==> src/rtl/dmi_cmd_initiator.sv <==
// dmi_cmd_initiator: buffered DMI request initiator with busy retry,
// response watchdog and stale-response drop.
module dmi_cmd_initiator #(
  parameter int CMD_FIFO_DEPTH = 4,
  parameter int MAX_RETRIES    = 8,
  parameter int TIMEOUT_CYCLES = 1024
) (
  input  logic        clk_i,
  input  logic        rst_i,
  input  logic        cmd_valid_i,
  output logic        cmd_ready_o,
  input  logic [6:0]  cmd_addr_i,
  input  logic [1:0]  cmd_op_i,
  input  logic [31:0] cmd_data_i,
  output logic        rsp_valid_o,
  input  logic        rsp_ready_i,
  output logic [31:0] rsp_data_o,
  output logic [1:0]  rsp_status_o,
  output logic        dmi_req_valid_o,
  input  logic        dmi_req_ready_i,
  output logic [6:0]  dmi_req_bits_addr_o,
  output logic [1:0]  dmi_req_bits_op_o,
  output logic [31:0] dmi_req_bits_data_o,
  input  logic        dmi_resp_valid_i,
  output logic        dmi_resp_ready_o,
  input  logic [1:0]  dmi_resp_bits_resp_i,
  input  logic [31:0] dmi_resp_bits_data_i,
  output logic        busy_o
);

  localparam int AW = (CMD_FIFO_DEPTH > 1) ? $clog2(CMD_FIFO_DEPTH) : 1;
  localparam int RW = (MAX_RETRIES > 0) ? $clog2(MAX_RETRIES + 1) : 1;
  localparam int TW = (TIMEOUT_CYCLES > 2) ? $clog2(TIMEOUT_CYCLES) : 1;

  localparam logic [AW:0]   DEPTH_L = (AW+1)'(CMD_FIFO_DEPTH);
  localparam logic [RW-1:0] RMAX    = RW'(MAX_RETRIES);
  localparam logic [TW-1:0] TLAST   = TW'(TIMEOUT_CYCLES - 1);

  localparam logic [1:0] ST_OK   = 2'b00;
  localparam logic [1:0] ST_TMO  = 2'b01;
  localparam logic [1:0] ST_FAIL = 2'b10;
  localparam logic [1:0] ST_BUSY = 2'b11;

  typedef enum logic [1:0] {
    IDLE,
    REQ,
    WAIT_RSP,
    DELIVER
  } state_t;

  state_t        state;
  logic          stale;
  logic [RW-1:0] retry_cnt;
  logic [TW-1:0] timer;

  logic [40:0]   mem [CMD_FIFO_DEPTH];
  logic [AW-1:0] wr_ptr;
  logic [AW-1:0] rd_ptr;
  logic [AW:0]   count;
  logic          full;
  logic          empty;
  logic          push;
  logic          pop;
  logic [40:0]   head;

  logic          req_fire;
  logic          resp_fire;
  logic          resp_busy;
  logic          resp_ok;

  assign full        = (count == DEPTH_L);
  assign empty       = (count == '0);
  assign cmd_ready_o = !full && !rst_i;
  assign push        = cmd_valid_i && cmd_ready_o;
  assign pop         = (state == IDLE) && !empty && !stale;
  assign head        = mem[rd_ptr];

  assign req_fire  = dmi_req_valid_o && dmi_req_ready_i;
  assign resp_fire = dmi_resp_valid_i && dmi_resp_ready_o;
  assign resp_busy = (dmi_resp_bits_resp_i == 2'd3);
  assign resp_ok   = (dmi_resp_bits_resp_i == 2'd0);

  assign busy_o = (state != IDLE) || !empty || stale;

  always_ff @(posedge clk_i) begin
    if (push) begin
      mem[wr_ptr] <= {cmd_addr_i, cmd_op_i, cmd_data_i};
    end
  end

  always_ff @(posedge clk_i) begin
    if (rst_i) begin
      wr_ptr <= '0;
      rd_ptr <= '0;
      count  <= '0;
    end else begin
      if (push) wr_ptr <= wr_ptr + 1'b1;
      if (pop)  rd_ptr <= rd_ptr + 1'b1;
      count <= count + (AW+1)'(push) - (AW+1)'(pop);
    end
  end

  always_ff @(posedge clk_i) begin
    if (rst_i) begin
      state               <= IDLE;
      stale               <= 1'b0;
      retry_cnt           <= '0;
      timer               <= '0;
      dmi_req_valid_o     <= 1'b0;
      dmi_req_bits_addr_o <= '0;
      dmi_req_bits_op_o   <= '0;
      dmi_req_bits_data_o <= '0;
      dmi_resp_ready_o    <= 1'b0;
      rsp_valid_o         <= 1'b0;
      rsp_data_o          <= '0;
      rsp_status_o        <= '0;
    end else begin
      unique case (state)
        IDLE: begin
          if (pop) begin
            {dmi_req_bits_addr_o,
             dmi_req_bits_op_o,
             dmi_req_bits_data_o} <= head;
            retry_cnt       <= '0;
            dmi_req_valid_o <= 1'b1;
            state           <= REQ;
          end
        end
        REQ: begin
          if (req_fire) begin
            dmi_req_valid_o  <= 1'b0;
            dmi_resp_ready_o <= 1'b1;
            timer            <= '0;
            state            <= WAIT_RSP;
          end
        end
        WAIT_RSP: begin
          // a response in the expiry cycle still wins over the watchdog
          if (resp_fire) begin
            rsp_data_o       <= dmi_resp_bits_data_i;
            dmi_resp_ready_o <= 1'b0;
            if (resp_busy && retry_cnt < RMAX) begin
              retry_cnt       <= retry_cnt + 1'b1;
              dmi_req_valid_o <= 1'b1;
              state           <= REQ;
            end else begin
              unique case (1'b1)
                resp_ok:   rsp_status_o <= ST_OK;
                resp_busy: rsp_status_o <= ST_BUSY;
                default:   rsp_status_o <= ST_FAIL;
              endcase
              rsp_valid_o <= 1'b1;
              state       <= DELIVER;
            end
          end else if (timer == TLAST) begin
            rsp_status_o <= ST_TMO;
            rsp_data_o   <= '0;
            rsp_valid_o  <= 1'b1;
            stale        <= 1'b1;
            state        <= DELIVER;
          end else begin
            timer <= timer + 1'b1;
          end
        end
        DELIVER: begin
          if (rsp_ready_i) begin
            rsp_valid_o <= 1'b0;
            state       <= IDLE;
          end
        end
        default: state <= IDLE;
      endcase
      // the late answer to a timed-out request is swallowed here
      if (stale && state != WAIT_RSP && resp_fire) begin
        stale            <= 1'b0;
        dmi_resp_ready_o <= 1'b0;
      end
    end
  end

endmodule

==> config.mk <==
export PLATFORM = sky130hd
export DESIGN_NAME = dmi_cmd_initiator
export DESIGN_NICKNAME = d
export VERILOG_FILES = /design/src/rtl/dmi_cmd_initiator.sv
export SDC_FILE = /design/constraint.sdc
export NUM_CORES = 1
export LEC_CHECK = 0
export ABC_AREA = 1
export BUFFER_PORTS_ARGS = -buffer_cell sky130_fd_sc_hd__buf_2
export CORE_MARGIN = 2
export CORE_UTILIZATION = 30
export DETAILED_ROUTE_END_ITERATION = 12
export GPL_ROUTABILITY_DRIVEN = 0
export GPL_TIMING_DRIVEN = 0
export PLACE_DENSITY = 0.57
export SYNTH_ARGS = -nofsm -noshare
export SYNTH_HDL_FRONTEND = slang
export SYNTH_SLANG_ARGS = --single-unit
==> constraint.sdc <==
create_clock -name clk_i -period 3.88 [get_ports clk_i]
set_clock_uncertainty 0.15 [all_clocks]
set_input_delay 0.194 -clock clk_i [delete_from_list [all_inputs] [get_ports clk_i]]
set_output_delay 0.194 -clock clk_i [all_outputs]
set_load 0.05 [all_outputs]
# --- Yosys cells after proc, flatten, opt, wreduce, memory -nomap -nowiden ---
# Memory sizes are Yosys's and may differ from the RTL's. A register that Yosys moved wholly into a read port is not among the register bits.
# Index checks and enable logic that the tools add are counted.
word_totals:
  reg_bits: 61
  n_memories: 1
  in_bits: 81
  mem_bits_rw: 164
memory_table:
  columns: ["name", "depth", "width", "rd", "rd_clocked_by_memory_dff", "wr", "line", "rtl"]
  rows:
  - ["mem", 4, 41, 1, 1, 1, "56", "logic [40:0] mem [CMD_FIFO_DEPTH];"]
classes:
  n_lt_le_gt_ge: 1
  n_eq_ne: 17
  n_addsub: 6
  bitwise: 1
  n_reduce_logical: 35
  mux: 36
op_table:
  columns: ["cell", "count"]
  rows:
  - ["32-bit two-way mux", 2]
  - ["10-bit two-way mux", 3]
  - ["10-bit one-hot mux with 2 select lines", 1]
  - ["2-bit two-way mux", 9]
  - ["2-bit != test, second input constant", 9]
  - ["4-bit AND reduction", 4]
  - ["1-bit two-way mux", 12]
  - ["4-bit two-way mux", 3]
  - ["10-bit by 1-bit adder with 10-bit output, second input constant", 1]
  - ["10-bit == test, second input constant", 1]
  - ["2-bit nonzero test", 5]
  - ["1-bit logical AND", 9]
  - ["3-bit AND reduction", 3]
  - ["2-bit one-hot mux with 4 select lines", 1]
  - ["4-bit one-hot mux with 2 select lines", 1]
  - ["2-bit == test, second input constant", 3]
  - ["3-bit != test, second input constant", 2]
  - ["5-bit AND reduction", 1]
  - ["2-bit by 1-bit adder with 2-bit output, second input constant", 2]
  - ["4-bit by 1-bit adder with 4-bit output, second input constant", 1]
  - ["1-bit logical NOT", 4]
  - ["2-bit logical NOT", 2]
  - ["4-bit less-than comparator, second input constant", 1]
  - ["1-bit one-hot mux with 2 select lines", 2]
  - ["other kinds (12)", 14]

# --- Longest topological paths before layout ---
# Gate-level depths: netlist of the first run.
logic_depth:
  word_depth: 6
  depth_mapped: 14

# --- Worst setup path before layout of the first run ---
# OpenSTA, ideal clock, no wires.
synth_timing:
  path_type: "flip-flop to flip-flop"
  start: "reg count[0]"
  end: "mem mem[0][0] (enable)"
  setup_slack_ns: -0.216
  t_required_ns: 3.290
  setup_time_ns: 0.440
  path_stages_with_launch: 5
  arrival_time_ns: 3.507
  cell_sequence: "dfxtp_1 > inv_1 > a31oi_1 > nand2_1 > nor2_1"
synth_between:
  elab_chain_len: 6
synth_rtl:
  columns: ["element", "line", "rtl"]
  rows:
  - ["start, declared", "59", "logic [AW:0] count;"]
  - ["start signal, assigned", "99", "count <= count + (AW+1)'(push) - (AW+1)'(pop);"]
  - ["3-bit == test", "71", "assign full = (count == DEPTH_L);"]
  - ["1-bit logical NOT", "73", "assign cmd_ready_o = !full && !rst_i;"]
  - ["1-bit logical AND", "73", null]
  - ["via cmd_ready_o", "11", "output logic cmd_ready_o,"]
  - ["1-bit logical AND", "74", "assign push = cmd_valid_i && cmd_ready_o;"]
  - ["1-bit two-way mux", "86", "if (push) begin"]
  - ["1-bit two-way mux (not written as such)", "87", "mem[wr_ptr] <= {cmd_addr_i, cmd_op_i, cmd_data_i};"]
  - ["end, declared", "56", null]
# The timed path passes the listed nets, and every way through them passes these cells.

# --- Worst setup path after layout of the first run ---
layout_timing:
  start: "reg count[1]"
  end: "mem mem[3][24] (enable)"
layout_between:
  elab_chain_len: 6
layout_rtl:
  columns: ["element", "line"]
  rows:
  - ["3-bit == test", "71"]
  - ["1-bit logical NOT", "73"]
  - ["1-bit logical AND", "73"]
  - ["1-bit logical AND", "74"]
  - ["1-bit two-way mux", "86"]
  - ["1-bit two-way mux (not written as such)", "87"]
# No other way between the ends.

==> flow_metrics.tcl, run 1 <==
set metrics [dict create \
    status "finished clean" \
    drtAntennaViolNets 0 \
    p_total_mw 9.523 \
    die_h_um 188.0 \
    final_layout_size_suffix_gt1_share_pct 20.59 \
    final_nets 1315 \
    cts_sinks 266 \
    drt-vias-per-instance 4.577 \
    leakage_nw 5.153 \
    ys_ff_latch 266 \
    drc 0 \
    netlist-cell-type-count 34 \
    vias 7763 \
    netlist_instances 952 \
    area_delta_synth_final_pct 32.61 \
    die-area_mm2 0.03535 \
    ys.flop_type "edfxtp_1" \
    slew_headroom_pct 38.59 \
    numCtsBuffers 29 \
    hpwlAfterDp_um 17050 \
    postPlaceCellArea_mm2 0.01163 \
    fin_area_mm2 0.01347 \
    max-vdd-ir-drop_mv 0.3948 \
    path_clk_slew_ns 0.06 \
    ios 161 \
    h-tree-depth 1 \
    coreArea_mm2 0.03345 \
    clkLatencyLatePin_ns 0.55 \
    wire_per_inst_um 15.65 \
    final-hold-violation-count 0 \
    fmax_mhz 369.1 \
    rrSetupSlack_ns 1.17 \
    die_w_um 188.0 \
    first_iter_violations 498 \
    cp_slowest_cell "nor2_4" \
    critPathLaunchType "flop" \
    wirelength_um 26550 \
    grt_pass1_wl_um 41200 \
    grt_max_degree 26 \
    path_cells "inv_1 > a31oi_1 > nand2_1 > nor2_4 > buf_16" \
    powerDensity_mw_per_mm2 706.8 \
    ys.warnings.count 0 \
    async_flop_share_pct 0 \
    drv_slew 0 \
    min_period_ns 2.709 \
    grt_pass1_vias 7573 \
    worst_pin_slew_ns 0.9190 \
    start_util_pct 30.37 \
    synth-edff-count 164 \
    yosysSeqAreaShare_pct 68.57 \
    synth_common_cells "nor2_1, edfxtp_1, o21ai_0" \
    drt_first_pass_iters 4 \
    maxCapViolations 0 \
    syn_nets 1042 \
    setup_viol 0 \
    dp_cells 1563 \
    ctsLongestPathBuffers 3 \
    row_count 67 \
    cp_max_fo 23 \
    root_buffer "clkbuf_16" \
    postCtsSetupBuffers 0 \
    synth.area.top_cells "edfxtp_1, dfxtp_1, nor2_1, o21ai_0, nand2_1" \
    critPathKind "flop to flop" \
    tns_ns 0 \
    grt_overflow_total 0 \
    hold_class "primary input to flop" \
    stdcell_count 1696 \
    tritoncts "done" \
    endpoint_kind "flop" \
    post-synth-top-count-cell "nor2_1" \
    cp.arrival_ns 2.82 \
    cpPeakStageDelay_ns 0.85 \
    antenna_found_initial 0 \
    timing.final.crit_share_pct 69.82 \
    rsz0062_at_grt "no" \
    port_buffers 159 \
    timing.hold.ws_ns 0.1009 \
    syn_area_mm2 0.01016 \
    gr-usage-all-layers_pct 14.65 \
    synth_top_area_share_pct 48.47 \
    yosys.area.top_type "edfxtp_1" \
    n_antenna_cell 0 \
    required_ns 3.99 \
    post_synth.cell_area_avg_um2 10.67 \
]
## critical path, delay by kind of cell, from the launching register on
family	cells	cell delay (ns)
AND/OR/NAND/NOR	2	1.28
AO/OA/AOI/OAI	1	0.26
buffers and inverters	2	0.33
flip-flops	1	0.36
## power breakdown
| part | internal [mW] | switching (mW) | total, mW |
|---|---|---|---|
| Sequential | 3.30 | 0.131 | 3.43 |
| Clock | 1.83 | 1.13 | 2.96 |
| Combinational | 0.860 | 2.27 | 3.13 |
| Total | 5.99 | 3.53 | 9.52 |
## placed cells by master (no fill, tap or decap), types with 3 or more instances in the layout
| cell type | count |
|---|---|
| nor2_1 | 188 |
| buf_2 | 176 |
| edfxtp_1 | 164 |
| o21ai_0 | 125 |
| nand2_1 | 120 |
| dfxtp_1 | 102 |
| dlygate4sd3_1 | 79 |
| a21oi_1 | 59 |
| o22ai_1 | 41 |
| inv_1 | 37 |
| clkbuf_1 | 36 |
| clkbuf_16 | 31 |
| nor2_4 | 9 |
| nand3_1 | 9 |
| ha_1 | 8 |
| o21ai_1 | 7 |
| inv_2 | 5 |
| buf_4 | 5 |
| nand4_1 | 5 |
| clkinv_2 | 5 |
| clkbuf_8 | 5 |
| bufinv_16 | 4 |
| nand2_2 | 3 |
| nand2_4 | 3 |
| buf_12 | 3 |
## path summary, 6_finish.rpt
kind,start,cells after the start,end
setup / recovery,count[1],5,mem[3][24]
hold / removal,rst_i,3,rsp_data_o[19]
setup reg to reg,count[1],5,mem[3][24]
hold reg to reg,rsp_valid_o,2,rsp_valid_o
## cell families after synthesis
family	count (synthesis)	synth area share, %
AND/OR/NAND/NOR	344	13.93
flip-flops	266	68.57
AO/OA/AOI/OAI	236	12.22
buffers and inverters	96	4.015
adder cells (fa/ha/maj)	9	1.182
XOR/XNOR	1	0.08622
## stage by stage
stage | utilization [%] | setup WS, ns
after floorplan | - | -0.2164
after global placement | 34.43 | -1.237
after global routing | 40.28 | 0.9900
after CTS | 40.28 | 1.114
after detailed placement | 34.78 | 1.134
final | 40.28 | 1.171
## layout make-up
class                   count  area [µm²]
clock inverters            11       173.9
well taps                 448       560.5
repair buffers            242        1674
inverters                  42       157.7
fillers                  3258       19980
clock buffers              43       874.6
plain buffers              54       250.2
flip-flops and latches    266        6967
multi-input cells         590        2815
## registers in the layout, summed over array words and instances (netlist names)
name	flops
dmi_req_bits_op_o	2
dmi_req_valid_o	1
rsp_status_o	2
retry_cnt	4
rsp_valid_o	1
mem	164
rsp_data_o	32
rd_ptr	2
timer	10
dmi_req_bits_data_o	32
dmi_resp_ready_o	1
state	2
dmi_req_bits_addr_o	7
count	3
wr_ptr	2
stale	1
## layer usage
layer	vias up	GRT usage (%)	wire, µm
met5	-	0	0
met1	3679	18.73	11700
met3	34	2.826	1596
met2	217	25.45	12710
li1	3833	-	-
met4	0	3.695	541
## timing repair
item	4_1_cts	5_1_grt
resized for setup	0	0
hold buffers	79	0
hold endpoints to repair	203	0
(Power assumes the default switching activity.)
==> run 2, diff against run 1 <==
--- a/config.mk
+++ b/config.mk
@@ -12,7 +12,7 @@
 export DETAILED_ROUTE_END_ITERATION = 12
 export GPL_ROUTABILITY_DRIVEN = 0
 export GPL_TIMING_DRIVEN = 0
-export PLACE_DENSITY = 0.57
+export PLACE_DENSITY = 0.58
 export SYNTH_ARGS = -nofsm -noshare
 export SYNTH_HDL_FRONTEND = slang
 export SYNTH_SLANG_ARGS = --single-unit
==> constraint.sdc (replaced) <==
create_clock -name clk_i -period 2.45 [get_ports clk_i]
set_clock_uncertainty 0.15 [all_clocks]
set_input_delay 0.1225 -clock clk_i [delete_from_list [all_inputs] [get_ports clk_i]]
set_output_delay 0.1225 -clock clk_i [all_outputs]
set_load 0.05 [all_outputs]
==> run 2 against run 1 <==
Combinational power rose by 60%. Final area down 0.32%. Non-clock buffer count grew 5. Largest power group unchanged. Sequential power increased by 59%. Die area unchanged. Critical endpoint is now count[1]. Cell count rose by 0.35%. Clock power rose by 40%. Fmax up 21%. Via count down 0.40%. Setup slack got worse by 0.96 ns. Power up 53%.
==> flow_metrics.tcl, run 2 (same netlist as run 1, synthesis figures left out) <==
set metrics [dict create \
    grt_pass1_vias 7657 \
    p_seq_share_pct 37.3 \
    reg.largest.list "mem x164, dmi_req_bits_data_o x32, rsp_data_o x32" \
    most-common-layout-cells "nor2_1, buf_2, edfxtp_1" \
    ios 161 \
    maxCapViolations 0 \
    path_clk_slew_ns 0.06 \
    tns_ns 0 \
    endpoint_kind "flop" \
    die_w_um 188.0 \
    p_comb_share_pct 34.3 \
    drt-vias-per-instance 4.543 \
    holdPathStages 3 \
    numCtsBuffers 29 \
    grt_overflow_total 0 \
    row_count 67 \
    min_to "rsp_data_o[2]" \
    r2r_cells 12 \
    hpwlAfterDp_um 16780 \
    pwr-share-clk_pct 28.4 \
    cts_sinks 266 \
    final_common_cell "nor2_1" \
    pre_cts_slack_ns -0.06987 \
    min_from "rst_i" \
    wirelength_um 26720 \
    required_ns 2.72 \
    cpPeakStageDelay_ns 0.41 \
    die-area_mm2 0.03535 \
    critPathKind "flop to flop" \
    slew_headroom_pct 48.90 \
    powerDensity_mw_per_mm2 1087 \
    p_int_mw 9.004 \
    grt_max_degree 27 \
    switching_share_pct 38.32 \
    p_total_mw 14.60 \
    fmax_mhz 447.5 \
    start_util_pct 30.37 \
    use_met3_pct 2.583 \
    gr-usage-all-layers_pct 14.79 \
    grt_pass1_wl_um 41660 \
    final_nets 1320 \
    reg2reg_to "count[1]" \
    coreArea_mm2 0.03345 \
    finalCoreUtilization_pct 40.15 \
    fin_area_mm2 0.01343 \
    timing.final.crit_share_pct 91.20 \
    rsz0062_at_grt "no" \
    drt_first_pass_iters 5 \
    use_met2_pct 25.82 \
    busiest_layer "met2" \
    status "finished clean" \
    worst_pin_slew_ns 0.7647 \
    antenna_found_initial 1 \
    max-vdd-ir-drop_mv 0.7401 \
    postPlaceCellArea_mm2 0.01168 \
    vias 7732 \
    drv_slew 0 \
    final-hold-violation-count 0 \
    rrSetupSlack_ns 0.22 \
    cp_slowest_cell "fa_1" \
    leakage_nw 5.111 \
    drc 0 \
    hold_class "primary input to flop" \
    top_register "mem" \
    path_cells "buf_6 > inv_2 > nand2_2 > nor2_4 > nand2_4 > inv_4 > ha_1 > inv_1 > ha_1 > fa_1 > inv_1 > nor2_1" \
    largest_reg_flops 164 \
    ctsLongestPathBuffers 3 \
    setup_viol 0 \
    drtAntennaViolNets 0 \
    final.setup.worst_slack_ns 0.2156 \
    p_sw_mw 5.594 \
    h-tree-depth 1 \
    grt.met1_usage_pct 18.97 \
    crit_start "state[0]" \
    die_h_um 188.0 \
    final_layout_size_suffix_gt1_share_pct 20.27 \
    min_period_ns 2.234 \
    root_buffer "clkbuf_16" \
    tritoncts "done" \
    cp.arrival_ns 2.50 \
    cp_max_fo 16 \
    critPathLaunchType "flop" \
    first_iter_violations 443 \
    area_delta_synth_final_pct 32.19 \
    wire_per_inst_um 15.70 \
    reg2reg_from "state[0]" \
    port_buffers 159 \
    clkLatencyLatePin_ns 0.56 \
]
-- run 2: cell types whose count changed in the layout (fill, tap and decap cells not counted), moves of 2 or more --
cell / delta
bufinv_16: -3
clkbuf_1: +5
clkbuf_16: -2
clkbuf_8: -2
clkinv_2: +2
dlygate4sd3_1: +4
-- run 2: power by group through the flow --
stage	sequential, mW	combinational [mW]	clock (mW)
after floorplan	6.39	2.53	0
after global placement	5.53	4.84	0
after detailed placement	5.54	4.90	0
after CTS	5.45	5.07	4.26
after global routing	5.49	5.50	4.42
final	5.44	5.01	4.15
-- run 2: final cells by class --
| class | count | area, µm² |
|---|---|---|
| Timing Repair Buffer | 248 | 1749 |
| Inverter | 42 | 160.2 |
| Clock inverter | 11 | 96.34 |
| Tap cell | 448 | 560.5 |
| Antenna cell | 1 | 2.502 |
| Fill cell | 3242 | 20020 |
| Sequential cell | 266 | 6967 |
| Buffer | 53 | 249.0 |
| Multi-Input combinational cell | 590 | 2838 |
| Clock buffer | 43 | 808.3 |
-- run 2: repair_timing --
action,CTS,global route
pin swaps,1,0
resized for setup,1,4
hold buffers,83,0
setup buffers,1,0
endpoints found under the hold margin,208,0
setup endpoints to repair,2,2
gates cloned,0,0
-- run 2: worst max-delay path by stage --
| stage | to | slack [ns] | cells past startpoint |
|---|---|---|---|
| finish | count[1] | 0.22 | 12 |
| global route | count[2] | 0.03 | 13 |
| CTS | count[1] | 0.04 | 13 |
| detailed placement | count[2] | -0.07 | 14 |
| global placement | mem[3][24] | -0.16 | 4 |
| floorplan | count[2] | 0.007 | 10 |
-- run 2: stage by stage --
stage          hold slack (ns)  std cells
3_5_place_dp            0.1903       1564
5_1_grt                 0.1304       1702
3_3_place_gp            0.1886       1559
6_report               0.09668       1702
4_1_cts                0.07382       1702
2_1_floorplan          0.07137        952
-- run 2: routing by layer --
layer	vias up	routed length, µm
met5	-	0
met4	0	551
met3	36	1515
met2	213	12730
met1	3631	11920
li1	3852	-
-- run 2: critical path: cells and delay by family, from the launching register on --
family | cells | cell delay (ns)
buffers and inverters | 5 | 0.48
adder cells (fa/ha/maj) | 3 | 0.82
AND/OR/NAND/NOR | 4 | 0.33
flip-flops | 1 | 0.30
==> run 3, diff against run 2 <==
--- a/config.mk
+++ b/config.mk
@@ -5,14 +5,13 @@
 export SDC_FILE = /design/constraint.sdc
 export NUM_CORES = 1
 export LEC_CHECK = 0
-export ABC_AREA = 1
 export BUFFER_PORTS_ARGS = -buffer_cell sky130_fd_sc_hd__buf_2
 export CORE_MARGIN = 2
 export CORE_UTILIZATION = 30
 export DETAILED_ROUTE_END_ITERATION = 12
 export GPL_ROUTABILITY_DRIVEN = 0
 export GPL_TIMING_DRIVEN = 0
-export PLACE_DENSITY = 0.58
+export PLACE_DENSITY = 0.59
 export SYNTH_ARGS = -nofsm -noshare
 export SYNTH_HDL_FRONTEND = slang
 export SYNTH_SLANG_ARGS = --single-unit
==> run 3 against run 2 <==
Global-route usage down 1.3 points. Power decreased by 4.5%. Via count is 19% lower. Worst hold slack worse by 0.039 ns. Utilization grew 0.36 points. Die area decreased by 3.9%. Routed wire length down 12%. Setup slack worse by 0.14 ns. Cell count fell by 19%. Critical path type unchanged. Largest cell class unchanged. Largest power group unchanged.
==> flow_metrics.tcl, run 3 <==
set metrics [dict create \
    ys.flop_type "edfxtp_1" \
    path_clk_slew_ns 0.06 \
    hpwlAfterDp_um 13980 \
    drt_first_pass_iters 4 \
    synthSimpleGateAreaFrac_pct 7.385 \
    root_buffer "clkbuf_16" \
    yosysSeqAreaShare_pct 71.38 \
    n_antenna_cell 0 \
    rsz0062_at_grt "no" \
    coreArea_mm2 0.03229 \
    top_register "mem" \
    final_layout_size_suffix_gt1_share_pct 31.28 \
    timing.final.crit_share_pct 96.81 \
    dp_cells 1248 \
    cp_slowest_cell "or3_4" \
    die-area_mm2 0.03399 \
    synth-edff-count 164 \
    port_buffers 160 \
    netlist_instances 646 \
    timing.hold.ws_ns 0.05738 \
    endpoint_kind "flop" \
    critPathLaunchType "flop" \
    grt_overflow_total 0 \
    syn_area_mm2 0.009759 \
    drc 0 \
    wire_per_inst_um 16.99 \
    maxCapViolations 0 \
    wirelength_um 23480 \
    final_nets 1009 \
    synthAdderAreaFrac_pct 1.231 \
    ys.warnings.count 0 \
    first_iter_violations 339 \
    worst_pin_slew_ns 1.236 \
    powerDensity_mw_per_mm2 1066 \
    synth-compound-area-share_pct 7.192 \
    async_flop_share_pct 0 \
    final-hold-violation-count 0 \
    slew_headroom_pct 17.63 \
    most-common-layout-cells "buf_2, edfxtp_1, nand2_1, dfxtp_1, dlygate4sd3_1" \
    p_total_mw 13.94 \
    synthMuxAreaShare_pct 9.564 \
    path_cells "or3_4 > or2_4 > inv_12 > ha_4 > inv_2 > ha_4 > fa_2 > xnor2_2 > xnor2_1 > nor2_1" \
    yosys.area.top_type "edfxtp_1" \
    grt_pass1_wl_um 35140 \
    ctsLongestPathBuffers 3 \
    synth_top_family_by_area "multiplexers" \
    tritoncts "done" \
    start_util_pct 30.23 \
    reg.largest.list "mem x164, dmi_req_bits_data_o x32, rsp_data_o x32" \
    hold_class "primary input to flop" \
    critPathKind "flop to flop" \
    cpPeakStageDelay_ns 0.38 \
    tns_ns 0 \
    synth_top_area_share_pct 50.46 \
    path_common_cell "ha_4" \
    fill_cells 2957 \
    h-tree-depth 1 \
    largest_reg_flops 164 \
    synth_xor_xnor_area_share_pct 1.077 \
    syn_nets 736 \
    cp_max_fo 3 \
    drt-vias-per-instance 4.509 \
    fin_area_mm2 0.01308 \
    final_common_cell "buf_2" \
    drv_slew 0 \
    min_period_ns 2.372 \
    setup_viol 0 \
    status "finished clean" \
    drtAntennaViolNets 0 \
    die_w_um 184.4 \
    grt_pass1_vias 6304 \
    vias 6231 \
    post_synth.cell_area_avg_um2 15.11 \
    max-vdd-ir-drop_mv 0.7213 \
    row_count 66 \
    ys_ff_latch 266 \
    clkLatencyLatePin_ns 0.55 \
    cts_sinks 266 \
    fmax_mhz 421.6 \
    grt_max_degree 42 \
    ios 161 \
    synth.area.top_cells "edfxtp_1, dfxtp_1, mux4_2, nand2_1, a22o_1" \
    netlist-cell-type-count 45 \
    stdcell_count 1382 \
    die_h_um 184.4 \
    numCtsBuffers 28 \
    post-synth-top-count-cell "edfxtp_1" \
    synth_common_cells "edfxtp_1, dfxtp_1, nand2_1" \
    leakage_nw 4.827 \
    required_ns 2.71 \
    gr-usage-all-layers_pct 13.46 \
    area_delta_synth_final_pct 34.04 \
    postPlaceCellArea_mm2 0.01119 \
    cp.arrival_ns 2.63 \
    antenna_found_initial 0 \
]
-- run 3: cell families after synthesis --
| logic type | count (synthesis) |
|---|---|
| buf+inv | 51 |
| flops | 266 |
| fa+ha+maj | 9 |
| compound gates | 106 |
| mux | 42 |
| xor+xnor | 12 |
| simple gates | 160 |
-- run 3: layer usage --
layer  wire length (µm)  part of all wire (%)  up-vias  track usage, %
met3               1566                   6.7       28           3.023
li1                   -                     -     2983               -
met2              11700                    50      201           24.63
met5                  0                     0        -               0
met4                406                   1.7        0           2.976
met1               9804                    42     3019           16.06
-- run 3: path summary, 6_finish.rpt --
kind                                         startpoint                 endpoint  slack [ns]  cells after the start
worst max-delay path                           state[1]                 count[2]        0.08                     10
worst min-delay path                              rst_i                 timer[8]        0.06                      4
worst max register to register                 state[1]                 count[2]        0.08                     10
worst min register to register  dmi_req_bits_data_o[22]  dmi_req_bits_data_o[22]        0.30                      2
-- run 3: critical path, delay by kind of cell (launching register included) --
kind / cells / cell delay (ns)
xor gates and xnor gates: 2 / 0.29
adders and majority gates: 3 / 0.61
buffers and inverters: 2 / 0.10
DFF: 1 / 0.34
and+or+nand+nor: 3 / 0.74
-- run 3: timing repair --
item | in CTS | in global routing
hold endpoints to repair | 204 | 0
setup buffers | 6 | 0
resized for setup | 11 | 20
endpoints found under the setup margin | 4 | 194
pin swaps | 5 | 2
hold buffers | 81 | 0
-- run 3: report_power, final --
part	internal, mW	total, mW	switching (mW)
combinational	1.31	3.94	2.63
clock	2.79	4.53	1.74
sequential	5.24	5.48	0.237
-- run 3: final cells by class --
class	count	area (µm²)	area share, %
timing repair buffer	247	1657	12.66
sequential	266	6983	53.38
clock buffer	38	828.3	6.332
inverter	12	57.56	0.4400
multi-input combinational	329	2663	20.35
tap	442	553.0	4.228
clock inverter	13	190.2	1.454
buffer	35	150.1	1.148
-- run 3: metrics by stage --
stage	util, %	setup WS [ns]
floorplan	-	-0.1348
global route	40.51	0.01225
detailed placement	34.65	-0.3897
global placement	34.65	-0.3810
CTS	40.46	-0.03530
finish	40.51	0.07824
